$ cat config.mk
export PLATFORM = sky130hd
export DESIGN_NAME = fifo_wr_arbiter
export DESIGN_NICKNAME = d
export VERILOG_FILES = /design/src/rtl/fifo_pkg.sv /design/src/rtl/rr_arbiter.sv /design/src/rtl/fifo_wr_arbiter.sv
export SDC_FILE = /design/constraint.sdc
export NUM_CORES = 1
export LEC_CHECK = 0
export CORE_AREA = 2 2 39 41
export CTS_CLUSTER_DIAMETER = 40
export DETAILED_ROUTE_END_ITERATION = 12
export DIE_AREA = 0 0 41 43
export GPL_ROUTABILITY_DRIVEN = 0
export PLACE_DENSITY = 0.75
export SYNTH_ARGS = -nofsm -noshare
export SYNTH_HDL_FRONTEND = slang
export SYNTH_SLANG_ARGS = --single-unit
$ cat constraint.sdc
create_clock -name w_clk -period 2.3 [get_ports w_clk]
set_input_delay 0.575 -clock w_clk [delete_from_list [all_inputs] [get_ports w_clk]]
set_output_delay 0.575 -clock w_clk [all_outputs]
set_load 0.02 [all_outputs]
$ cat src/rtl/fifo_pkg.sv
// Shared FIFO helpers: Gray conversions and depth, used by both pointer sides.
package fifo_pkg;

  localparam int MaxPtrW = 32;

  function automatic logic [MaxPtrW-1:0] bin2gray(
    input logic [MaxPtrW-1:0] b
  );
    return b ^ (b >> 1);
  endfunction

  function automatic logic [MaxPtrW-1:0] gray2bin(
    input logic [MaxPtrW-1:0] g
  );
    logic [MaxPtrW-1:0] b;
    b = '0;
    b[MaxPtrW-1] = g[MaxPtrW-1];
    for (int i = MaxPtrW - 2; i >= 0; i--) begin
      b[i] = b[i+1] ^ g[i];
    end
    return b;
  endfunction

  function automatic int fifo_depth(input int addr_bits);
    return 1 << addr_bits;
  endfunction

  function automatic int idx_width(input int n);
    return (n > 1) ? $clog2(n) : 1;
  endfunction

endpackage

$ cat src/rtl/rr_arbiter.sv
// Combinational round-robin arbiter: first request at or after the
// priority pointer wins, wrapping modulo Requesters.
module rr_arbiter
  import fifo_pkg::*;
#(
  parameter int Requesters = 2,
  localparam int IW = idx_width(Requesters)
) (
  input  logic [Requesters-1:0] req_i,
  input  logic [IW-1:0]         prio_i,
  output logic [Requesters-1:0] grant_o
);

  logic found;
  int   idx;

  always_comb begin
    grant_o = '0;
    found   = 1'b0;
    idx     = 0;
    for (int i = 0; i < Requesters; i++) begin
      idx = int'(prio_i) + i;
      if (idx >= Requesters) begin
        idx = idx - Requesters;
      end
      if (!found && req_i[idx]) begin
        grant_o[idx] = 1'b1;
        found        = 1'b1;
      end
    end
  end

endmodule

$ cat src/rtl/fifo_wr_arbiter.sv
// FIFO write-side controller: round-robin write port sharing, pointers, full.
// Optional almost_full flag under FIFO_WR_ARB_ALMOST_FULL_EN.
module fifo_wr_arbiter
  import fifo_pkg::*;
#(
  parameter int Width      = 4,
  parameter int Address    = 2,
  parameter int Requesters = 2
) (
  input  logic                        w_clk,
  input  logic                        w_rst,
  input  logic [Requesters-1:0]       req,
  input  logic [Requesters*Width-1:0] req_data,
  output logic [Requesters-1:0]       grant,
  output logic                        w_en,
  output logic [Width-1:0]            w_data,
  output logic [Address:0]            w_addr,
  output logic [Address:0]            w_ptr_gray,
  input  logic [Address:0]            r_ptr_gray_sync,
  output logic                        full,
  output logic                        almost_full
);

  localparam int PW = Address + 1;
  localparam int IW = idx_width(Requesters);
  localparam logic [PW-1:0] FullMask = PW'(3) << (Address - 1);

  logic [PW-1:0]         w_addr_q, w_addr_d;
  logic [PW-1:0]         w_gray_q, w_gray_d;
  logic                  full_q, full_d;
  logic [IW-1:0]         prio_q, prio_d;
  logic [IW-1:0]         gidx;
  logic [Requesters-1:0] req_v;

  // Full or reset blocks every grant, so nothing is accepted in those cycles.
  assign req_v = req & {Requesters{~(full_q | w_rst)}};

  rr_arbiter #(
    .Requesters(Requesters)
  ) u_rr (
    .req_i  (req_v),
    .prio_i (prio_q),
    .grant_o(grant)
  );

  assign w_en = |grant;

  always_comb begin
    w_data = '0;
    gidx   = '0;
    for (int i = 0; i < Requesters; i++) begin
      if (grant[i]) begin
        w_data = w_data | req_data[i*Width +: Width];
        gidx   = IW'(i);
      end
    end
  end

  always_comb begin
    prio_d = prio_q;
    if (w_en) begin
      if (gidx == IW'(Requesters - 1)) begin
        prio_d = '0;
      end else begin
        prio_d = gidx + IW'(1);
      end
    end
  end

  assign w_addr_d = w_addr_q + PW'(w_en);
  assign w_gray_d = PW'(bin2gray(MaxPtrW'(w_addr_d)));
  assign full_d   = (w_gray_d == (r_ptr_gray_sync ^ FullMask));

  always_ff @(posedge w_clk or posedge w_rst) begin
    if (w_rst) begin
      w_addr_q <= '0;
      w_gray_q <= '0;
      full_q   <= 1'b0;
      prio_q   <= '0;
    end else begin
      w_addr_q <= w_addr_d;
      w_gray_q <= w_gray_d;
      full_q   <= full_d;
      prio_q   <= prio_d;
    end
  end

  assign w_addr     = w_addr_q;
  assign w_ptr_gray = w_gray_q;
  assign full       = full_q;

`ifdef FIFO_WR_ARB_ALMOST_FULL_EN
  logic [PW-1:0] r_bin;
  logic [PW-1:0] occ;
  logic          af_q, af_d;

  assign r_bin = PW'(gray2bin(MaxPtrW'(r_ptr_gray_sync)));
  assign occ   = w_addr_d - r_bin;
  assign af_d  = (occ >= PW'(fifo_depth(Address) - 1));

  always_ff @(posedge w_clk or posedge w_rst) begin
    if (w_rst) begin
      af_q <= 1'b0;
    end else begin
      af_q <= af_d;
    end
  end

  assign almost_full = af_q;
`else
  assign almost_full = 1'b0;
`endif

endmodule

==> metrics.md <==
| Metric | Value |
|---|---|
| Post-route ant nets | `0` |
| Syn_area_per_cell | `10.2 sq um` |
| Placed Cells incl. Taps | `90` |
| TritonCTS Buffers | `3` |
| Setup Viol. Count Final | `0` |
| Die area | `0.00176 sq mm` |
| Dominant synthesized flop cell | `dfrtp_1` |
| Worst-Skew Late Latency | `0.24 ns` |
| Min-Delay Path Class | `input pin to async pin` |
| Initial DRC Count | `6` |
| EDFF count, synth | `0` |
| Hold_buf cts | `0` |
| Pre-CTS setup slack | `-0.710 ns` |
| First-pass iteration count of the detailed router | `2` |
| Slew Viols, Final | `0` |
| First-pass GRT wire length | `1.59 mm` |
| Synth top cells by count | `dfrtp_1, a22o_1, buf_4, nand2_1` |
| Ys async rst share | `1.00` |
| Initial core utilization | `0.303` |
| Count leader, synth | `dfrtp_1` |
| WP data arrival | `1.68 ns` |
| Worst-path clk slew | `0.05 ns` |
| Top post-synthesis cells by area | `dfrtp_1, a22o_1, ha_1` |
| Final core occ | `0.571` |
| Final period utilization | `0.978` |
| Share of layout cells above drive strength 1 | `0.295` |
| Maximum fanout along the worst path | `5` |
| Post-DP Area | `757 sq um` |
| Mapped Area | `419 sq um` |
| Die height | `43 um` |
| Core Footprint | `0.00138 sq mm` |
| Sequential-to-total area share from yosys stat | `0.418` |
| Peak supply drop | `0.516 mV` |
| Wire per inst | `11.2 um` |
| Largest net degree at the start of global routing | `8` |
| CTS tree | `built` |
| Syn. warnings | `0` |
| Root Driver | `clkbuf_4` |
| Die Width | `41 um` |
| Sink Count | `7` |
| Antenna violations before repair | `0` |
| Power, Total | `971 uW` |
| Vias per cell | `4.39` |
| Syn Nets | `58` |
| Htree depth | `1` |
| Detailed placement HPWL | `840 um` |
| Gr usage total | `0.138` |
| Ant diodes | `0` |
| Crit. End Element | `primary output` |
| Port Buffers | `28` |
| Vias post-DR | `413` |
| Final Skew | `0.00284 ns` |
| Design area | `790 sq um` |
| Max-Cap Viols | `0` |
| Mapped Cells | `41` |
| Global route total overflow | `0` |
| RSZ-0062 raised after global routing | `false` |
| Layout net count | `96` |
| Nature of the critical path startpoint | `input pin` |
| Status | `complete, no violations` |
| Area Growth Syn to Fin | `88.4%` |
| Vias in the first global route | `407` |
| Residual DRC | `0` |
| Pwr dens | `1230 mW/mm^2` |
| Final min period | `2.25 ns` |
| # IOs | `30` |
| Leak Pwr | `0.000368 uW` |
| Fin worst setup slack | `0.0495 ns` |
| Critical path type | `input pin to primary output` |
| Worst Path Required | `1.73 ns` |
| CTS Buffer Depth | `2` |
| Yosys reg bits | `7` |
| Yosys top cell by area | `dfrtp_1` |
| Highest clock rate | `444 MHz` |
| WL final | `1.05 mm` |
| Final Hold Fails | `0` |
| Synth unique cells | `19` |
| Post-Layout Cell Count | `94` |
| Rows | `14` |
| Synth top area share | `0.418` |
==> placed cells by master, fill, tap and decap left out <==
cell type,synthesis,layout
dfrtp_1,7,7
nor3_1,1,1
dlygate4sd2_1,0,3
or2_2,1,1
inv_1,2,2
a21oi_4,0,2
clkdlybuf4s15_1,0,1
o21ai_1,1,1
clkdlybuf4s15_2,0,1
nor2_1,2,2
clkbuf_1,0,1
xnor2_1,2,2
nor2b_1,2,2
buf_2,0,1
a22o_1,4,4
xor2_1,2,2
or3b_4,0,2
conb_1,1,1
clkbuf_4,0,3
nand2_1,3,3
o2bb2ai_1,1,1
ha_1,2,2
mux2i_1,2,2
clkdlybuf4s50_1,0,18
buf_4,3,11
buf_6,0,1
inv_2,1,1
==> layout make-up <==
type | instances | area [sq um]
Clock buffer | 4 | 26.3
Fill cell | 133 | 594
Inverter | 3 | 11.3
Multi-Input combinational cell | 28 | 230
Sequential cell | 7 | 175
Tap cell | 16 | 20.0
Timing Repair Buffer | 36 | 327
==> stage by stage <==
step	TNS [ns]	hold WS, ns
2_1_floorplan	0	0.378
3_3_place_gp	-4.79	0.509
3_5_place_dp	-4.80	0.508
4_1_cts	0	0.547
5_1_grt	0	0.530
6_report	0	0.499
==> kinds of logic (layout without fill, tap and decap cells) <==
family,Yosys count,after routing,synth area share
xor gates and xnor gates,4,4,0.0836
adders and majority gates,2,2,0.0597
AOI/OAI and AO/OA,8,8,0.158
and+or+nand+nor,11,11,0.143
buffers and inverters,6,43,0.0806
DFF,7,7,0.418
other,1,1,0.00895
muxes,2,2,0.0478
==> critical path, cell delays in order <==
cell and delay (ns):
dlygate4sd2_1 0.22, or3b_4 0.41, a21oi_4 0.17, a22o_1 0.18, buf_6 0.12
==> routing by layer <==
layer,wire length (um),GRT usage,up-vias
met3,184,0.0628,0
li1,-,-,209
met5,0,0,-
met2,521,0.238,25
met1,346,0.119,179
met4,0,0.0800,0
==> timing repair <==
item	in CTS	in global routing
pin swaps	3	3
resized for setup	35	2
setup buffers	0	0
cloned	0	0
endpoints found under the setup margin	8	5
==> sequential cells by signal, indices dropped and copies added (netlist names) <==
register	cells
w_addr	3
full	1
prio_q	1
w_ptr_gray	2
==> report_power, final <==
group	switching [uW]	internal, uW	total, uW
clock network	41.0	65.9	107
registers	47.1	192	239
logic	297	329	625
total	385	586	971
==> path summary, 6_finish.rpt <==
check	start	to	slack [ns]	depth (start not counted)
min in group w_clk	prio_q	prio_q	0.57	1
worst min-delay path	w_rst	w_addr[1]	0.50	3
worst max register to register	full	full	0.47	9
worst max-delay path	req[1]	w_data[0]	0.05	5
max in group asynchronous	w_rst	w_addr[0]	1.59	3
worst min register to register	prio_q	prio_q	0.57	1
Power figures use the tool's default switching activity.
